File: src/rtl/alu_exec_pipe.sv
// ----------------------------------------------------------------------------
// alu_exec_pipe : pipelined integer execute unit with valid/ready, stall, flush
// Revision 1.0
// ----------------------------------------------------------------------------
`default_nettype none

module alu_exec_pipe #(
  parameter int WIDTH  = 32,
  parameter int STAGES = 2
) (
  input  logic             clk1,
  input  logic             rst_n,
  input  logic             in_valid,
  output logic             in_ready,
  input  logic [3:0]       in_op,
  input  logic [WIDTH-1:0] in_a,
  input  logic [WIDTH-1:0] in_b,
  input  logic [4:0]       in_dest,
  input  logic             flush,
  output logic             out_valid,
  input  logic             out_ready,
  output logic [WIDTH-1:0] out_result,
  output logic [4:0]       out_dest,
  output logic             out_ovf,
  output logic             out_illegal,
  output logic             busy
);

  localparam int SHAMT_W = $clog2(WIDTH);

  logic [STAGES-1:0] valid_q, valid_d;
  logic [WIDTH-1:0]  result_q [STAGES];
  logic [WIDTH-1:0]  result_d [STAGES];
  logic [4:0]        dest_q   [STAGES];
  logic [4:0]        dest_d   [STAGES];
  logic [STAGES-1:0] ovf_q, ovf_d;
  logic [STAGES-1:0] ill_q, ill_d;

  logic               w_adv;
  logic [WIDTH-1:0]   w_sum;
  logic [WIDTH-1:0]   w_diff;
  logic [SHAMT_W-1:0] w_shamt;
  logic [WIDTH-1:0]   w_alu_res;
  logic               w_alu_ovf;
  logic               w_alu_ill;

  // Global stall: the whole pipe moves only when the last stage can drain.
  assign w_adv    = !valid_q[STAGES-1] | out_ready;
  assign in_ready = w_adv & !flush;

  assign w_sum   = in_a + in_b;
  assign w_diff  = in_a - in_b;
  assign w_shamt = in_b[SHAMT_W-1:0];

  always_comb begin
    w_alu_res = '0;
    w_alu_ovf = 1'b0;
    w_alu_ill = 1'b0;
    case (in_op)
      4'd0: begin
        w_alu_res = w_sum;
        w_alu_ovf = (in_a[WIDTH-1] == in_b[WIDTH-1]) && (w_sum[WIDTH-1] != in_a[WIDTH-1]);
      end
      4'd1: begin
        w_alu_res = w_diff;
        w_alu_ovf = (in_a[WIDTH-1] != in_b[WIDTH-1]) && (w_diff[WIDTH-1] != in_a[WIDTH-1]);
      end
      4'd2:  w_alu_res = in_a & in_b;
      4'd3:  w_alu_res = in_a | in_b;
      4'd4:  w_alu_res = in_a ^ in_b;
      4'd5:  w_alu_res = ~(in_a | in_b);
      4'd6:  w_alu_res = {{(WIDTH-1){1'b0}}, ($signed(in_a) < $signed(in_b))};
      4'd7:  w_alu_res = {{(WIDTH-1){1'b0}}, (in_a < in_b)};
      4'd8:  w_alu_res = in_a << w_shamt;
      4'd9:  w_alu_res = in_a >> w_shamt;
      4'd10: w_alu_res = $signed(in_a) >>> w_shamt;
      default: w_alu_ill = 1'b1;
    endcase
  end

  always_comb begin
    valid_d  = valid_q;
    result_d = result_q;
    dest_d   = dest_q;
    ovf_d    = ovf_q;
    ill_d    = ill_q;
    if (w_adv) begin
      valid_d[0]  = in_valid & in_ready;
      result_d[0] = w_alu_res;
      dest_d[0]   = in_dest;
      ovf_d[0]    = w_alu_ovf;
      ill_d[0]    = w_alu_ill;
      for (int i = 1; i < STAGES; i++) begin
        valid_d[i]  = valid_q[i-1];
        result_d[i] = result_q[i-1];
        dest_d[i]   = dest_q[i-1];
        ovf_d[i]    = ovf_q[i-1];
        ill_d[i]    = ill_q[i-1];
      end
    end
    // Flush only kills valid bits; payload left behind is never observed.
    if (flush) begin
      valid_d = '0;
    end
  end

  always_ff @(posedge clk1 or negedge rst_n) begin
    if (!rst_n) begin
      valid_q <= '0;
      ovf_q   <= '0;
      ill_q   <= '0;
      for (int i = 0; i < STAGES; i++) begin
        result_q[i] <= '0;
        dest_q[i]   <= '0;
      end
    end else begin
      valid_q  <= valid_d;
      result_q <= result_d;
      dest_q   <= dest_d;
      ovf_q    <= ovf_d;
      ill_q    <= ill_d;
    end
  end

  assign out_valid   = valid_q[STAGES-1];
  assign out_result  = result_q[STAGES-1];
  assign out_dest    = dest_q[STAGES-1];
  assign out_ovf     = ovf_q[STAGES-1];
  assign out_illegal = ill_q[STAGES-1];
  assign busy        = |valid_q;

endmodule

`default_nettype wire

File: config.mk
export PLATFORM = sky130hd
export DESIGN_NAME = alu_exec_pipe
export DESIGN_NICKNAME = d
export VERILOG_FILES = /design/src/rtl/alu_exec_pipe.sv
export SDC_FILE = /design/constraint.sdc
export NUM_CORES = 1
export LEC_CHECK = 0
export CORE_UTILIZATION = 54
export DETAILED_ROUTE_END_ITERATION = 10
export HOLD_SLACK_MARGIN = 0.05
export PLACE_DENSITY = 0.79
export SYNTH_ARGS = -nofsm -noshare
export SYNTH_HDL_FRONTEND = slang
export SYNTH_SLANG_ARGS = --single-unit
File: constraint.sdc
create_clock -name clk1 -period 3 [get_ports clk1]
set_clock_uncertainty 0.05 [all_clocks]
set_input_delay 0.9 -clock clk1 [delete_from_list [all_inputs] [get_ports clk1]]
set_output_delay 0.9 -clock clk1 [all_outputs]
set_load 0.005 [all_outputs]
==> results.toml, run 1 <==
[floorplanning]
pin_count = 120
initial_core_util_pct = 55.05
fp.dieH_um = 153.7
die_x_um = 153.7
num_rows = 55

[clock_network]
cts-hold-fix-buffers = 0
cts_buffers = 9
cts_root_buffer = "clkbuf_16"
clock-sinks = 80
cts_max_level = 3
clockBufferDepth = 2

[yosys]
synth-seq-cells = 80
async_flop_share_pct = 100.0
syn_inst = 1701
syn_area_sq_um = 12430
synth_nets = 1880
synthDistinctLibCells = 81
ys_seq_area_share_pct = 16.11
avgSynthCellArea_sq_um = 7.305
synth_edf_count = 0
dominantRegCellSynth = "dfrtp_1"
yosys_warnings = 0

[grt]
grt_overflow = 4
grt_max_degree = 68
grt_pass1_vias = 19140
grt_usage_pct = 60.99
grt_pass1_wl_um = 109800

[placed_design]
hpwl_um = 45670
place_ws_ns = -1.201
portBuffers = 119
gp_congestion = 1.130

[outcome]
status = "did not finish"
haltStage = "5_1_grt"
toolErrorMsg = "[ERROR GRT-0116] Global routing finished with congestion. Check the congestion regions in the DRC Viewer."
## what timing repair did
action / in CTS
endpoints found under the hold margin: 0
gates cloned: 1
buffers inserted: 93
endpoints found under the setup margin: 34
gates resized for setup: 520
pin swaps: 156
## metrics by stage
| step | cells | TNS, ns | hold slack [ns] | area (sq um) |
|---|---|---|---|---|
| after floorplan | 1701 | -7.239 | 0.3886 | 12620 |
| after global placement | 2470 | -26.57 | 0.3984 | 17440 |
| after detailed placement | 2470 | -29.15 | 0.4047 | 17440 |
| after CTS | 2570 | -3.174 | 0.4166 | 19960 |
## synthesized netlist by cell type, drive strengths merged (7+ instances only)
cell | number | area (sq um)
nand2 | 264 | 991.0
nor2 | 163 | 611.8
a21oi | 142 | 729.5
o21ai | 107 | 539.3
ha | 99 | 1239
inv | 99 | 371.6
clkbuf | 91 | 342.8
dfrtp | 80 | 2002
buf | 72 | 470.5
mux2i | 69 | 690.7
nand3 | 37 | 185.2
mux4 | 34 | 765.7
a211oi | 32 | 240.2
nor3 | 32 | 160.2
o211ai | 24 | 180.2
a31oi | 22 | 143.9
a21o | 20 | 150.1
nor4 | 18 | 112.6
a221oi | 17 | 155.1
mux2 | 17 | 191.4
o31ai | 17 | 127.6
o22ai | 16 | 100.1
a22oi | 15 | 112.6
a221o | 14 | 140.1
and3 | 13 | 81.33
nand4 | 13 | 81.33
nor2b | 13 | 81.33
nand2b | 12 | 75.07
o21bai | 12 | 90.09
a2111oi | 10 | 131.4
o221ai | 10 | 87.58
a211o | 9 | 78.83
xnor2 | 9 | 78.83
a222oi | 7 | 70.07
## per-layer routing
layer  GRT usage [%]  GRT overflow
met1           67.10             0
met2           85.50             1
met3           32.41             0
met4           51.95             3
met5           4.348             0
## logic make-up after synthesis
logic type	Yosys count	synth area share, %
adder cells (fa/ha/maj)	101	10.29
flip-flops	80	16.11
AO/OA/AOI/OAI	533	29.25
buffers and inverters	264	9.596
AND/OR/NAND/NOR	589	20.50
XOR/XNOR	14	0.9868
multiplexers	120	13.26
==> run 2: changes to the inputs <==
==> config.mk (replaced) <==
export PLATFORM = sky130hd
export DESIGN_NAME = alu_exec_pipe
export DESIGN_NICKNAME = d
export VERILOG_FILES = /design/src/rtl/alu_exec_pipe.sv
export SDC_FILE = /design/constraint.sdc
export NUM_CORES = 1
export LEC_CHECK = 0
export CORE_UTILIZATION = 40
export DETAILED_ROUTE_END_ITERATION = 10
export PLACE_DENSITY_LB_ADDON = 0.15
export SYNTH_ARGS = -nofsm -noshare
export SYNTH_HDL_FRONTEND = slang
export SYNTH_SLANG_ARGS = --single-unit
==> constraint.sdc (replaced) <==
create_clock -name clk1 -period 3.9 [get_ports clk1]
set_clock_uncertainty 0.05 [all_clocks]
set_input_delay 1.17 -clock clk1 [delete_from_list [all_inputs] [get_ports clk1]]
set_output_delay 1.17 -clock clk1 [all_outputs]
set_load 0.005 [all_outputs]
==> results.toml, run 2 <==
[outcome]
status = "finished, final reports clean"

[grt]
grt_pass1_vias = 13880
grt_overflow = 0
antenna_found_initial = 0
grt_max_degree = 68
met3_usage_pct = 5.179
use_met2_pct = 56.50
grt_pass1_wl_um = 85840
grt.busiest_layer = "met2"
met1_usage_pct = 52.19
grt_usage_pct = 36.26

[yosys]
synth_top_area_share_pct = 16.11
synth_area_leaders = "dfrtp_1 (16%), ha_1 (10%), nand2_1 (8.0%), mux4_2 (6.2%), a21oi_1 (5.6%)"
synth.top_cells.by_count = "nand2_1 (264), nor2_1 (163), a21oi_1 (139)"
synth_edf_count = 0
ys_seq_area_share_pct = 16.11
synth-seq-cells = 80
synth_top_family_by_area = "compound AO/OA/AOI/OAI gates"
synth_xor_area_share_pct = 0.9868
dominantRegCellSynth = "dfrtp_1"
synth_fa_ha_area_share_pct = 10.29
netlist.top_cell.by_area = "dfrtp_1"
syn_area_sq_um = 12430
synth_compound_area_share_pct = 29.25
yosys_warnings = 0
synth.most_common_cell = "nand2_1"
avgSynthCellArea_sq_um = 7.305
syn_inst = 1701
synth.area.mux_share_pct = 13.26
async_flop_share_pct = 100.0
synthDistinctLibCells = 81
synth-simple-area-share_pct = 20.50
synth_nets = 1880

[worst_setup_path]
cp.required_ns = 4.09
end_kind = "flip-flop"
slowest_delay_ns = 0.44
worst-path-stages = 15
cpMaxStageDelayCell = "a2111oi_4"
reg2reg_depth = 8
startpoint_type = "input pin"
cp_top_family = "compound AO/OA/AOI/OAI gates"
timing.critical_path.buf_inv = 5
reg2reg_to = "result_q[57]$_DFFE_PN0N_"
startpoint = "in_a[0]"
worst-setup-path-type = "input pin to flip-flop"
r2r-start = "valid_q[1]$_DFFE_PN0P_"
crit_path_max_fanout = 3
endpoint = "result_q[54]$_DFFE_PN0N_"
reg2reg_slack_ns = 1.48
arrival_ns = 3.98
crit_path_frequent_cell = "buf_4"
cp_cell_sequence = "dlygate4sd2_1 -> inv_2 -> ha_4 -> fa_2 -> o21bai_1 -> buf_4 -> a2111oi_4 -> or2_4 -> a211oi_2 -> buf_4 -> a2111o_1 -> buf_6 -> a221oi_4 -> nor3_2 -> a221o_1"

[finish]
diodes = 0
nNetsFinal = 2273
stdcell_count = 2494
final_cell_mix = "buf_4 (411), nand2_1 (264), nor2_1 (160)"
layout-drive-gt1-share_pct = 29.55
area_growth_pct = 41.31
final_common_cell = "buf_4"
num-fill-cells = 2912

[pwr]
power.density_nw_per_um2 = 239.3
p_leak_nw = 8.166
ir_worst_vdd_mv = 0.2191
fin_total_pwr_mw = 4.202

[route]
drtAntennaViolNets = 0
finalWirelength_um = 58000
drcViolationCount = 0
wl_per_cell_um = 23.26
drt-pass1-iter-count = 8
drtIter0Drc = 1454
drt-vias-per-instance = 6.028
vias = 15030

[floorplanning]
initial_core_util_pct = 40.62
placeableCoreArea_sq_um = 30590
die-area_sq_um = 31770
die_x_um = 178.3
fp.dieH_um = 178.3
num_rows = 64
pin_count = 120

[sta]
period_share_pct = 97.23
final_max_slew_viol_count = 0
tightestPinTransition_ns = 0.6628
whs_ns = 0.4135
rsz0062_at_grt = "yes"
period_minus_slack_ns = 3.792
worst_slack_ns = 0.1080
relSlewSlack_pct = 55.81
max_freq_mhz = 263.7
setup_viol = 0
finalHoldViolCount = 0

[placed_design]
portBuffers = 119
gp_congestion = 1.010
hpwl_um = 46430
dp_cells = 2464
place_ws_ns = -0.8869

[clock_network]
path_clk_slew_ns = 0.07
cts_tree = "done"
clockBufferDepth = 2
cts_buffers = 9
cts_max_level = 3
clock-sinks = 80
cts-hold-fix-buffers = 0
clk_latency_ns = 0.36
cts_root_buffer = "clkbuf_16"

[flow_run]
maxCapViolCount = 0

[worst_hold_path]
hp-start = "out_result[21]$_DFFE_PN0N_"
min_path_type = "flip-flop to flip-flop"
## run 2: final cells by class
cell class	instances	area [sq um]	share of cell area (%)
multi-input combinational	1357	9822	55.94
inverter	101	381.6	2.173
clock inverter	6	68.82	0.3919
tap	396	495.5	2.822
sequential	80	2002	11.40
timing repair buffer	545	4563	25.99
clock buffer	9	225.2	1.283
## run 2: stage by stage
step	util (%)	setup TNS [ns]	instance area [sq um]
2_1_floorplan	-	-0.02380	12470
3_3_place_gp	54.18	-11.34	16570
3_5_place_dp	54.18	-12.19	16570
4_1_cts	56.14	0	17170
5_1_grt	57.40	-0.04721	17560
6_report	57.40	0	17560
## run 2: what timing repair did
item                                    4_1_cts  5_1_grt
gates resized for setup                      56       85
gates cloned                                  0        0
endpoints found under the setup margin       18       23
buffers inserted                             14        1
pin swaps                                    18       19
## run 2: where the power goes
group | switching (mW) | internal [mW]
Combinational | 1.24 | 1.09
Sequential | 0.0763 | 0.938
Clock | 0.363 | 0.496
## run 2: per-layer routing
| metal | vias to the layer above | share of wire (%) |
|---|---|---|
| li1 | 6951 | - |
| met3 | 88 | 8.4 |
| met2 | 733 | 44 |
| met1 | 7261 | 45 |
| met4 | 0 | 2.3 |
| met5 | - | 0 |
## run 2: tightest hold or removal path, delay by kind of cell (launching register included)
family / cells / cell delay (ns)
flops: 1 / 0.34
simple gates: 2 / 0.09
## run 2: how the worst min path moves through the flow
stage,endpoint,cells after the start
global route,out_result[21]$_DFFE_PN0N_,2
finish,out_result[21]$_DFFE_PN0N_,2
floorplan,dest_q[5]$_DFFE_PN0N_,2
global placement,out_result[18]$_DFFE_PN0N_,2
CTS,out_result[17]$_DFFE_PN0N_,2
detailed placement,out_result[21]$_DFFE_PN0N_,2
## run 2: kinds of logic (layout without fill, tap and decap cells)
kind of cell,count (synthesis),in the layout
and+or+nand+nor,589,589
xor gates and xnor gates,14,14
muxes,120,120
buffers and inverters,264,661
DFF,80,80
AOI/OAI and AO/OA,533,533
adders and majority gates,101,101
Note: power is estimated with default switching activity, not from simulation.
